===== config.mk =====
export PLATFORM = sky130hd
export DESIGN_NAME = rgb_raw_mosaic
export DESIGN_NICKNAME = d
export VERILOG_FILES = /design/src/rtl/isp_pkg.sv /design/src/rtl/bayer_pos_cnt.sv /design/src/rtl/rgb_raw_mosaic.sv
export SDC_FILE = /design/constraint.sdc
export NUM_CORES = 1
export LEC_CHECK = 0
export ABC_AREA = 1
export BUFFER_PORTS_ARGS = -buffer_cell sky130_fd_sc_hd__buf_2
export CORE_ASPECT_RATIO = 0.75
export CORE_MARGIN = 4
export CORE_UTILIZATION = 58
export CTS_CLUSTER_DIAMETER = 150
export DETAILED_ROUTE_END_ITERATION = 6
export GPL_TIMING_DRIVEN = 0
export HOLD_SLACK_MARGIN = 0.05
export PLACE_DENSITY = 0.82
export SETUP_SLACK_MARGIN = 0.15
export SYNTH_ARGS = -nofsm -noshare
export SYNTH_HDL_FRONTEND = slang
export SYNTH_HIERARCHICAL = 1
export SYNTH_SLANG_ARGS = --single-unit

===== constraint.sdc =====
create_clock -name CLK -period 5.01 [get_ports CLK]
set_input_delay 1.002 -clock CLK [delete_from_list [all_inputs] [get_ports CLK]]
set_output_delay 1.002 -clock CLK [all_outputs]
set_load 0.02 [all_outputs]

===== src/rtl/isp_pkg.sv =====
// Shared ISP definitions: default pixel width, Bayer {y,x} parity codes and
// the mosaic sequencer state type.
package isp_pkg;

  localparam int DW_DEF = 10;

  localparam logic [1:0] CODE_B  = 2'd0;
  localparam logic [1:0] CODE_GB = 2'd1;
  localparam logic [1:0] CODE_GR = 2'd2;
  localparam logic [1:0] CODE_R  = 2'd3;

  typedef enum logic {
    ST_IDLE   = 1'b0,
    ST_ACTIVE = 1'b1
  } mosaic_state_e;

  // Counter width for a range of n positions, never narrower than one bit.
  function automatic int cnt_width(input int n);
    return (n > 1) ? $clog2(n) : 1;
  endfunction

endpackage


===== src/rtl/bayer_pos_cnt.sv =====
// Column/row position tracker for the mosaic: derives Bayer parity of the
// current pixel, line/frame end and the EOL consistency check.
module bayer_pos_cnt
  import isp_pkg::*;
#(
  parameter int IMG_W = 640,
  parameter int IMG_H = 480,
  parameter int X0    = 1,
  parameter int Y0    = 1
) (
  input  logic CLK,
  input  logic RST_N,
  input  logic adv_i,
  input  logic sof_i,
  input  logic eol_i,
  output logic x_o,
  output logic y_o,
  output logic line_end_o,
  output logic frame_end_o,
  output logic eol_err_o,
  output logic at_origin_o
);

  localparam int CW = cnt_width(IMG_W);
  localparam int RW = cnt_width(IMG_H);
  localparam logic [CW-1:0] COL_LAST = CW'(IMG_W - 1);
  localparam logic [RW-1:0] ROW_LAST = RW'(IMG_H - 1);
  localparam logic X0_B = X0[0];
  localparam logic Y0_B = Y0[0];

  logic [CW-1:0] col_q, col_d, pos_col_s;
  logic [RW-1:0] row_q, row_d, pos_row_s;
  logic          col_last_s;

  // SOF forces the current pixel to (0,0) before any EOL evaluation.
  always_comb begin
    pos_col_s   = sof_i ? {CW{1'b0}} : col_q;
    pos_row_s   = sof_i ? {RW{1'b0}} : row_q;
    col_last_s  = (pos_col_s == COL_LAST);
    line_end_o  = col_last_s || eol_i;
    frame_end_o = line_end_o && (pos_row_s == ROW_LAST);
    eol_err_o   = eol_i ^ col_last_s;
    at_origin_o = (col_q == {CW{1'b0}}) && (row_q == {RW{1'b0}});
    x_o         = pos_col_s[0] ^ X0_B;
    y_o         = pos_row_s[0] ^ Y0_B;
    col_d       = col_q;
    row_d       = row_q;
    if (adv_i) begin
      if (line_end_o) begin
        col_d = {CW{1'b0}};
        row_d = frame_end_o ? {RW{1'b0}} : pos_row_s + RW'(1);
      end else begin
        col_d = pos_col_s + CW'(1);
        row_d = pos_row_s;
      end
    end else begin
      col_d = col_q;
      row_d = row_q;
    end
  end

  // Position registers.
  always_ff @(posedge CLK) begin
    if (!RST_N) begin
      col_q <= {CW{1'b0}};
      row_q <= {RW{1'b0}};
    end else begin
      col_q <= col_d;
      row_q <= row_d;
    end
  end

endmodule


===== src/rtl/rgb_raw_mosaic.sv =====
// RGB to Bayer RAW mosaic: picks one component per pixel by {y,x} parity and
// forwards it through a single-entry valid/ready output register.
module rgb_raw_mosaic
  import isp_pkg::*;
#(
  parameter int DW    = DW_DEF,
  parameter int IMG_W = 640,
  parameter int IMG_H = 480,
  parameter int X0    = 1,
  parameter int Y0    = 1
) (
  input  logic          CLK,
  input  logic          RST_N,
  input  logic [DW-1:0] S_R,
  input  logic [DW-1:0] S_G,
  input  logic [DW-1:0] S_B,
  input  logic          S_VALID,
  output logic          S_READY,
  input  logic          S_SOF,
  input  logic          S_EOL,
  output logic [DW-1:0] M_DATA,
  output logic          M_X,
  output logic          M_Y,
  output logic          M_SOF,
  output logic          M_EOL,
  output logic          M_VALID,
  input  logic          M_READY,
  output logic          ERR_SYNC
);

  mosaic_state_e state_q, state_d;
  logic [DW-1:0] m_data_q, m_data_d, pix_s;
  logic          m_x_q, m_x_d, m_y_q, m_y_d;
  logic          m_sof_q, m_sof_d, m_eol_q, m_eol_d;
  logic          m_valid_q, m_valid_d, err_q, err_d;
  logic          acc_s, emit_s, sof_err_s;
  logic          x_s, y_s, line_end_s, frame_end_s, eol_err_s, at_origin_s;

  assign S_READY  = !m_valid_q || M_READY;
  assign M_DATA   = m_data_q;
  assign M_X      = m_x_q;
  assign M_Y      = m_y_q;
  assign M_SOF    = m_sof_q;
  assign M_EOL    = m_eol_q;
  assign M_VALID  = m_valid_q;
  assign ERR_SYNC = err_q;

  bayer_pos_cnt #(
    .IMG_W(IMG_W),
    .IMG_H(IMG_H),
    .X0   (X0),
    .Y0   (Y0)
  ) u_pos (
    .CLK        (CLK),
    .RST_N      (RST_N),
    .adv_i      (emit_s),
    .sof_i      (S_SOF),
    .eol_i      (S_EOL),
    .x_o        (x_s),
    .y_o        (y_s),
    .line_end_o (line_end_s),
    .frame_end_o(frame_end_s),
    .eol_err_o  (eol_err_s),
    .at_origin_o(at_origin_s)
  );

  // Sequencer next state, component select and output register load.
  always_comb begin
    acc_s     = S_VALID && S_READY;
    // IDLE swallows pixels until a frame start shows up.
    emit_s    = acc_s && (S_SOF || (state_q == ST_ACTIVE));
    sof_err_s = (state_q == ST_ACTIVE) && S_SOF && !at_origin_s;
    err_d     = err_q || (emit_s && (eol_err_s || sof_err_s));
    state_d   = state_q;
    if (emit_s) begin
      state_d = frame_end_s ? ST_IDLE : ST_ACTIVE;
    end else begin
      state_d = state_q;
    end

    case ({y_s, x_s})
      CODE_R:  pix_s = S_R;
      CODE_B:  pix_s = S_B;
      CODE_GB: pix_s = S_G;
      CODE_GR: pix_s = S_G;
      default: pix_s = S_G;
    endcase

    m_valid_d = m_valid_q;
    m_data_d  = m_data_q;
    m_x_d     = m_x_q;
    m_y_d     = m_y_q;
    m_sof_d   = m_sof_q;
    m_eol_d   = m_eol_q;
    if (S_READY) begin
      m_valid_d = emit_s;
      if (emit_s) begin
        m_data_d = pix_s;
        m_x_d    = x_s;
        m_y_d    = y_s;
        m_sof_d  = S_SOF;
        m_eol_d  = line_end_s;
      end else begin
        m_data_d = m_data_q;
      end
    end else begin
      m_valid_d = m_valid_q;
    end
  end

  // State, output and sticky error registers.
  always_ff @(posedge CLK) begin
    if (!RST_N) begin
      state_q   <= ST_IDLE;
      m_valid_q <= 1'b0;
      m_data_q  <= {DW{1'b0}};
      m_x_q     <= 1'b0;
      m_y_q     <= 1'b0;
      m_sof_q   <= 1'b0;
      m_eol_q   <= 1'b0;
      err_q     <= 1'b0;
    end else begin
      state_q   <= state_d;
      m_valid_q <= m_valid_d;
      m_data_q  <= m_data_d;
      m_x_q     <= m_x_d;
      m_y_q     <= m_y_d;
      m_sof_q   <= m_sof_d;
      m_eol_q   <= m_eol_d;
      err_q     <= err_d;
    end
  end

endmodule


==> reports/metrics.cfg, run 1 <==
[critical_path]
r2r-end=u_pos/row_q[5]$_SDFFE_PN0P_
reg2reg_from=u_pos/col_q[0]$_SDFFE_PN0P_
worst-r2r-cell-count=15
crit_start=S_SOF
endpoint_kind=register
crit_arrival_ns=3.59
critPathKind=input port to register
critPathMaxFanout=10
worstPathRequired_ns=5.24
critPathLaunchType=input port
r2r_slack_ns=2.48

[worst_hold_path]
holdPathEnd=ERR_SYNC$_SDFF_PN0_
whs_path_depth=2
holdCritStartpoint=ERR_SYNC$_SDFF_PN0_
hp-class=register to register

[final_layout]
layout_commonest_cell=nand2_1
diodes=0
drive_gt1_share_pct=21.15
fin_nets=476
fill_cells=327
final_cell_mix=nand2_1, buf_2, nor2_1
multi_input_area_um2=1297
syn2layout_area_growth_pct=17.28
regArea_um2=720.7
fin_cells=487

[clock_network]
cts_sinks=36
clkTransAtPathRegs_ns=0.07
post_cts_buffers=0
cts.path.max_buffers=2
cts_max_level=2
cts_hold_buf=0
cts_tree=done
cts-root-buf=clkbuf_8
cts.repair.resized=0
cts_buffers=5
insertion_delay_ns=0.30

[yosys]
synth.avg_cell_area_um2=6.199
synth-xor-area-share_pct=0.3757
synth_top_family_by_area=simple AND/OR/NAND/NOR gates
synth.net_count=417
yosys.area_share.simple_pct=42.46
synthAdderAreaFrac_pct=2.684
netlist_instances=376
synth-main-ff-cell=dfxtp_1
synth_enable_flop_cells=0
syn_area_um2=2331
ys_ff_latch=36
synth_compound_area_share_pct=10.14
synthMuxAreaShare_pct=0
synth_seq_area_share_pct=30.92
yosysUniqueCellTypes=35
synthArstFlopShare_pct=0
yosys_warnings=6

[global_route]
grt_pass1_vias=2190
grt_max_degree=11
antenna_found_initial=0
gr-total-overflow=0
gr-usage-all-layers_pct=23.79
grt_pass1_wl_um=9522

[place]
dpl.cell_count=480
io_buffers=52
place_hpwl_um=4538
place_congestion=0.9675
post-place-ws_ns=1.401

[sta]
setup_viol=0
fin_skew_ns=0.009881
fmax_mhz=297.3
hold_viol=0
relSlewSlack_pct=53.72
fin_ws_ns=1.646
fin_crit_sh_pct=67.14
tightest_slew_ns=0.6917
finalSetupTns_ns=0
final.min_clock_period_ns=3.364
rsz0062_at_grt=no
final_max_slew_viol_count=0

[power]
power_density_nw_per_um2=230.0
switching_share_pct=30.17
total_power_w=0.0006288
p_int_w=0.0004391
peakVddDrop_v=0.0001718
power_frac_clock_pct=31.4
p_sw_w=0.0001897
p_leak_nw=1.332
combPwrFrac_pct=19.8
seq_power_share_pct=48.9

[detailed_routing]
wire_per_inst_um=12.08
wirelength_um=5885
drtPass1Iterations=5
drtIter0Drc=172
vias_per_cell=5.144
drcViolationCount=0
postRouteAntennaNets=0
vias=2505

[outcome]
outcome=complete, no violations

[floorplan]
die_y_um=62.90
rows=19
start_util_pct=62.06
coreArea_um2=3756
io_pins=53
die_w_um=81.20
die_area_um2=5107

[run]
max_cap_violations=0

==> cell families after synthesis <==
family / after synthesis
AO/OA/AOI/OAI: 45
XOR/XNOR: 1
adder cells (fa/ha/maj): 5
buffers and inverters: 68
flip-flops: 36
AND/OR/NAND/NOR: 221
==> per-layer routing <==
metal | track usage [%] | up-vias | part of all wire [%]
met5 | 0 | - | 0
met4 | 9.283 | 0 | 1.1
met3 | 5.476 | 7 | 7.1
met2 | 34.63 | 91 | 44
met1 | 33.54 | 1113 | 48
li1 | - | 1294 | -
==> power groups by stage <==
| stage | sequential (W) | clock, W | combinational (W) |
|---|---|---|---|
| after floorplan | 0.000327 | 0 | 0.0000673 |
| after global placement | 0.000313 | 0 | 0.000122 |
| after detailed placement | 0.000314 | 0 | 0.000123 |
| after CTS | 0.000307 | 0.000202 | 0.000124 |
| after global routing | 0.000309 | 0.000218 | 0.000138 |
| final | 0.000307 | 0.000197 | 0.000124 |
==> registers in the layout, summed over array words and instances, names as in the netlist <==
name,count
ERR_SYNC,1
M_DATA,10
M_EOL,1
M_SOF,1
M_VALID,1
M_X,1
M_Y,1
state_q,1
u_pos/col_q,10
u_pos/row_q,9
==> metrics by stage <==
stage          hold slack, ns  utilization [%]  area (um2)
2_1_floorplan          0.4584                -        2331
3_3_place_gp           0.4405            70.72        2656
3_5_place_dp           0.4455            70.72        2656
4_1_cts                0.4571            72.78        2734
5_1_grt                0.4851            72.78        2734
6_report               0.4596            72.78        2734
==> layout make-up <==
type | count | share of cell area (%)
clock buffer | 6 | 2.654
timing repair buffer | 52 | 9.519
tap | 52 | 2.380
multi-input combinational | 272 | 47.46
clock inverter | 1 | 0.1831
sequential | 36 | 26.36
inverter | 54 | 7.918
buffer | 14 | 3.524
==> cells in the mapped netlist (2+ instances only) <==
cell / instances / area [um2]
o21ai_0: 6 / 30.03
clkbuf_1: 4 / 15.01
dfxtp_1: 36 / 720.7
inv_2: 4 / 15.01
nor3_1: 5 / 25.02
buf_2: 5 / 25.02
nand4_1: 8 / 50.05
clkinv_1: 2 / 7.510
nand3b_1: 3 / 22.52
nand2_2: 5 / 31.28
nor4_1: 2 / 12.51
nand3_1: 24 / 120.1
nor2_1: 49 / 183.9
buf_6: 3 / 33.78
o21ai_1: 4 / 20.02
ha_1: 5 / 62.56
nor2_2: 6 / 37.54
a21oi_1: 31 / 155.2
nand2_1: 113 / 424.2
inv_1: 46 / 172.7
==> worst max path at each step <==
stage | endpoint | depth (start not counted)
final | u_pos/row_q[5]$_SDFFE_PN0P_ | 19
after global routing | u_pos/row_q[5]$_SDFFE_PN0P_ | 19
after CTS | u_pos/row_q[5]$_SDFFE_PN0P_ | 19
after detailed placement | u_pos/row_q[5]$_SDFFE_PN0P_ | 19
after global placement | u_pos/row_q[5]$_SDFFE_PN0P_ | 19
after floorplan | state_q$_SDFFE_PN0P_ | 17
==> critical path: stages <==
cell	delay, ns
buf_2	0.13
buf_6	0.16
inv_12	0.09
buf_8	0.14
nand2_1	0.14
inv_1	0.09
ha_1	0.23
nand3_4	0.12
inv_2	0.09
nand4_1	0.11
nand3b_1	0.19
ha_1	0.25
inv_2	0.14
nand3_1	0.12
nor2_2	0.16
nand2_1	0.10
xor2_1	0.14
nand2_1	0.07
a21oi_1	0.11
Power figures use the tool's default switching activity.
==> run 2: changes to the inputs <==
CORE_UTILIZATION = 54   (was 58)
PLACE_DENSITY = 0.77   (was 0.82)
clock period = 3.5 ns   (was 5.01 ns; I/O delays follow)
==> reports/metrics.cfg, run 2 (synthesized netlist as in run 1, its figures left out) <==
[outcome]
outcome=complete, no violations

[critical_path]
critPathSlowestCell=ha_1
crit_arrival_ns=3.34  ; -0.25 ns
worst-r2r-cell-count=15  ; unchanged
worstPathRequired_ns=3.72  ; -1.52 ns
cp_top_family=simple AND/OR/NAND/NOR gates
crit_end=u_pos/row_q[3]$_SDFFE_PN0P_
cp_slowest_stage_delay_ns=0.24  ; about the same
crit_start=S_SOF
critPathMaxFanout=10  ; unchanged
crit_buf_inv=7  ; unchanged
r2r-end=u_pos/row_q[3]$_SDFFE_PN0P_
endpoint_kind=register
cp_cell_sequence=buf_2 -> buf_6 -> inv_12 -> buf_8 -> nand2_1 -> inv_1 -> ha_1 -> nand3_4 -> inv_2 -> nand4_1 -> nand3b_1 -> ha_1 -> inv_2 -> nand3_1 -> nor2_2 -> a21oi_1 -> nor3_1 -> nor2_1 -> nor2_1
critPathKind=input port to register
crit_cells=19  ; unchanged
reg2reg_from=u_pos/col_q[0]$_SDFFE_PN0P_
critPathLaunchType=input port
r2r_slack_ns=0.91  ; -1.57 ns

[detailed_routing]
vias=2483  ; -0.88%
drtIter0Drc=200  ; +16%
postRouteAntennaNets=0  ; unchanged
wirelength_um=5970  ; +1.4%
wire_per_inst_um=12.18  ; +0.82%
vias_per_cell=5.067  ; -1.5%
drcViolationCount=0  ; unchanged
drtPass1Iterations=6  ; +1

[sta]
relSlewSlack_pct=57.42  ; +3.7 points
holdWs_ns=0.4693  ; +0.009684 ns
fin_crit_sh_pct=88.95
hold_viol=0  ; unchanged
tightest_slew_ns=0.6364  ; -0.05528 ns
fin_skew_ns=0.008266  ; -0.001615 ns
final_max_slew_viol_count=0  ; unchanged
rsz0062_at_grt=no
setup_viol=0  ; unchanged
finalSetupTns_ns=0  ; unchanged
fmax_mhz=321.2
final.min_clock_period_ns=3.113

[floorplan]
die_w_um=83.87  ; +3.3%
coreArea_um2=4104  ; +9.3%
die_area_um2=5443  ; +6.6%
start_util_pct=56.80  ; -5.3 points
io_pins=53  ; unchanged
rows=20  ; +1
die_y_um=64.90  ; +3.2%

[place]
place_hpwl_um=4658  ; +2.7%
place_congestion=0.9401  ; -2.8%
io_buffers=52  ; unchanged

[final_layout]
syn2layout_area_growth_pct=17.45
diodes=0  ; unchanged
fin_nets=476  ; unchanged
drive_gt1_share_pct=21.15  ; unchanged
layout_commonest_cell=nand2_1
final_cell_mix=nand2_1, buf_2, nor2_1

[clock_network]
cts_buffers=5  ; unchanged
insertion_delay_ns=0.29  ; about the same
cts_max_level=2  ; unchanged
cts.repair.resized=0  ; unchanged
cts_tree=done
clkTransAtPathRegs_ns=0.07  ; about the same
cts.path.max_buffers=2  ; unchanged
post_cts_buffers=0  ; unchanged
cts-root-buf=clkbuf_8
cts_sinks=36  ; unchanged
cts_hold_buf=0  ; unchanged

[worst_hold_path]
hp-class=register to register

[global_route]
grt_pass1_vias=2124  ; -3.0%
grt_max_degree=11  ; unchanged
grt_pass1_wl_um=9798  ; +2.9%
gr-usage-all-layers_pct=22.56  ; -1.2 points
gr-total-overflow=0  ; unchanged
antenna_found_initial=0  ; unchanged

[run]
max_cap_violations=0  ; unchanged

[power]
peakVddDrop_v=0.0002628  ; +53%
p_leak_nw=1.332  ; unchanged
power_density_nw_per_um2=326.6  ; +42%

==> run 2: cell counts in the layout (fill, tap and decap cells not counted) <==
Identical to the previous run, type by type.
==> run 2: per-layer routing <==
metal	wire, um	global-route usage, %
met5	0	0
met4	74	6.827
met3	489	5.591
met2	2468	32.84
met1	2937	32.69
==> run 2: final cells by class <==
cell class              count  area (um2)
clock buffers               6       72.57
well taps                  55       68.82
multi-input cells         272        1297
clock inverters             1       5.005
repair buffers             52       260.3
fillers                   382        1366
flip-flops and latches     36       720.7
inverters                  54       216.5
plain buffers              14       96.34
==> run 2: worst min-delay path by stage <==
| stage | slack (ns) | startpoint | to | cells after the start |
|---|---|---|---|---|
| 2_1_floorplan | 0.46 | u_pos/row_q[6]$_SDFFE_PN0P_ | u_pos/row_q[6]$_SDFFE_PN0P_ | 2 |
| 3_3_place_gp | 0.44 | ERR_SYNC$_SDFF_PN0_ | ERR_SYNC$_SDFF_PN0_ | 2 |
| 3_5_place_dp | 0.46 | ERR_SYNC$_SDFF_PN0_ | ERR_SYNC$_SDFF_PN0_ | 2 |
| 4_1_cts | 0.47 | ERR_SYNC$_SDFF_PN0_ | ERR_SYNC$_SDFF_PN0_ | 2 |
| 5_1_grt | 0.51 | ERR_SYNC$_SDFF_PN0_ | ERR_SYNC$_SDFF_PN0_ | 2 |
| 6_report | 0.47 | ERR_SYNC$_SDFF_PN0_ | ERR_SYNC$_SDFF_PN0_ | 2 |
==> run 2: worst register-to-register path, delay by kind of cell (launching register included) <==
kind / cells / cell delay [ns]
AOI/OAI and AO/OA: 1 / 0.07
and+or+nand+nor: 9 / 1.30
adders and majority gates: 2 / 0.46
DFF: 1 / 0.39
buffers and inverters: 3 / 0.31
==> run 2: per-stage QoR <==
stage | utilization [%] | worst slack, ns | cell area (um2) | std cells | power [W]
after floorplan | - | 0.7480 | 2331 | 376 | 0.0005638
after global placement | 64.82 | 0.2184 | 2660 | 483 | 0.0006231
after detailed placement | 64.82 | 0.1783 | 2660 | 483 | 0.0006258
after CTS | 66.71 | 0.4817 | 2738 | 490 | 0.0009004
after global routing | 66.71 | 0.2001 | 2738 | 490 | 0.0009426
final | 66.71 | 0.3866 | 2738 | 490 | 0.0008941
==> run 2: where the power goes <==
group	leakage (nW)	switching, W	internal (W)	total [W]
registers	0.294	0.0000108	0.000429	0.000440
logic	0.997	0.000114	0.0000643	0.000178
clock network	0.0410	0.000141	0.000135	0.000276
==> run 3: changes to the inputs <==
==> constraint.sdc (replaced) <==
create_clock -name CLK -period 3.5 [get_ports CLK]
set_input_delay 0.875 -clock CLK [delete_from_list [all_inputs] [get_ports CLK]]
set_output_delay 0.875 -clock CLK [all_outputs]
set_load 0.02 [all_outputs]
==> reports/metrics.cfg, run 3 (synthesized netlist as in run 1, its figures left out) <==
[critical_path]
cp_slowest_stage_delay_ns=0.25  ; about the same
crit_arrival_ns=3.41  ; +0.07 ns
cp_cell_sequence=buf_2 -> buf_6 -> inv_12 -> buf_8 -> nand2_2 -> inv_1 -> ha_2 -> nand3_4 -> inv_2 -> nand4_1 -> nand3b_1 -> ha_1 -> inv_2 -> nand3_1 -> nor2_4 -> a21oi_1 -> nor3_1 -> nor2_1 -> nor2_1
worstPathRequired_ns=3.72  ; about the same
critPathKind=input port to register
critPathSlowestCell=ha_1
critPathMaxFanout=10  ; unchanged
critPathLaunchType=input port
endpoint_kind=register

[clock_network]
post_cts_buffers=0  ; unchanged
cts_tree=done
cts_sinks=36  ; unchanged
clkTransAtPathRegs_ns=0.07  ; about the same
cts.repair.resized=0  ; unchanged
insertion_delay_ns=0.29  ; about the same
cts_hold_buf=0  ; unchanged
cts_max_level=2  ; unchanged
cts.path.max_buffers=2  ; unchanged
cts_buffers=5  ; unchanged
cts-root-buf=clkbuf_8

[sta]
rsz0062_at_grt=no
final_max_slew_viol_count=0  ; unchanged
fin_ws_ns=0.3083  ; -0.07830 ns
fmax_mhz=313.3  ; -2.5%
tightest_slew_ns=0.6514  ; +0.01502 ns
setup_viol=0  ; unchanged
hold_viol=0  ; unchanged
final.min_clock_period_ns=3.192  ; +0.07830 ns
relSlewSlack_pct=56.41  ; -1.0 points
holdWs_ns=0.4694  ; +0.0001200 ns
fin_crit_sh_pct=91.19  ; +2.2 points
finalSetupTns_ns=0  ; unchanged
fin_skew_ns=0.007619  ; -0.0006471 ns

[floorplan]
start_util_pct=56.80  ; unchanged
die_y_um=64.90  ; unchanged
rows=20  ; unchanged
die_area_um2=5443  ; unchanged
die_w_um=83.87  ; unchanged
coreArea_um2=4104  ; unchanged
io_pins=53  ; unchanged

[global_route]
grt_max_degree=11  ; unchanged
gr-total-overflow=0  ; unchanged
grt_pass1_wl_um=9798  ; unchanged
antenna_found_initial=0  ; unchanged
grt_pass1_vias=2124  ; unchanged
gr-usage-all-layers_pct=22.56  ; unchanged

[place]
place_hpwl_um=4658  ; unchanged
post-place-ws_ns=0.003320  ; -0.1750 ns
io_buffers=52  ; unchanged
place_congestion=0.9401  ; unchanged

[final_layout]
fin_nets=476  ; unchanged
multi_input_area_um2=1308  ; +0.77%
diodes=0  ; unchanged
final_cell_mix=nand2_1, buf_2, nor2_1
fill_cells=379  ; -0.79%
fin_util_pct=66.95  ; +0.24 points
regArea_um2=720.7  ; unchanged
drive_gt1_share_pct=21.61  ; +0.46 points
layout_commonest_cell=nand2_1
syn2layout_area_growth_pct=17.87

[detailed_routing]
drcViolationCount=0  ; unchanged
vias=2498  ; +0.60%
vias_per_cell=5.098  ; +0.60%
wire_per_inst_um=12.26  ; +0.65%
wirelength_um=6009  ; +0.65%
postRouteAntennaNets=0  ; unchanged
drtPass1Iterations=5  ; -1
drtIter0Drc=197  ; -1.5%

[power]
p_leak_nw=1.330  ; -0.17%
peakVddDrop_v=0.0002616  ; -0.42%
power_density_nw_per_um2=325.3  ; -0.40%

[run]
max_cap_violations=0  ; unchanged

[worst_hold_path]
hp-class=register to register

[outcome]
outcome=complete, no violations

## run 3: cell counts in the layout (fill, tap and decap cells not counted)
Identical to the previous run, type by type.
## run 3: final cells by class
cell class / instances / area share [%]
Multi-Input combinational cell: 272 / 47.59
Timing Repair Buffer: 52 / 9.472
Buffer: 14 / 3.506
Inverter: 54 / 7.878
Clock buffer: 6 / 2.641
Tap cell: 55 / 2.505
Clock inverter: 1 / 0.1821
Sequential cell: 36 / 26.23
## run 3: path summary, 6_finish.rpt
check / from / endpoint / slack (ns) / cells after the start
max: S_SOF / u_pos/row_q[3]$_SDFFE_PN0P_ / 0.31 / 19
min: ERR_SYNC$_SDFF_PN0_ / ERR_SYNC$_SDFF_PN0_ / 0.47 / 2
max reg2reg: u_pos/col_q[0]$_SDFFE_PN0P_ / u_pos/row_q[3]$_SDFFE_PN0P_ / 0.99 / 15
min reg2reg: ERR_SYNC$_SDFF_PN0_ / ERR_SYNC$_SDFF_PN0_ / 0.47 / 2
## run 3: critical path, delay by kind of cell
| kind | cells | cell delay (ns) |
|---|---|---|
| AND/OR/NAND/NOR | 9 | 1.19 |
| buffers and inverters | 7 | 0.83 |
| adder cells (fa/ha/maj) | 2 | 0.46 |
| AO/OA/AOI/OAI | 1 | 0.06 |
## run 3: metal layers
metal  track usage [%]  share of wire (%)
met5                 0                  0
met1             32.69                 50
met3             5.591                8.1
met4             6.827                1.2
met2             32.84                 41
## run 3: metrics by stage
step,power (W),std cells,area (um2)
final,0.0008937,490,2748
after global routing,0.0009431,490,2748
after CTS,0.0009004,490,2738
after detailed placement,0.0006258,483,2660
after global placement,0.0006231,483,2660
after floorplan,0.0005638,376,2331
## run 3: report_power, final
part | switching [W] | internal, W | leakage (nW) | total, W
sequential | 0.0000110 | 0.000429 | 0.294 | 0.000440
clock | 0.000140 | 0.000135 | 0.0410 | 0.000275
combinational | 0.000114 | 0.0000644 | 0.995 | 0.000178
total | 0.000265 | 0.000629 | 1.33 | 0.000894
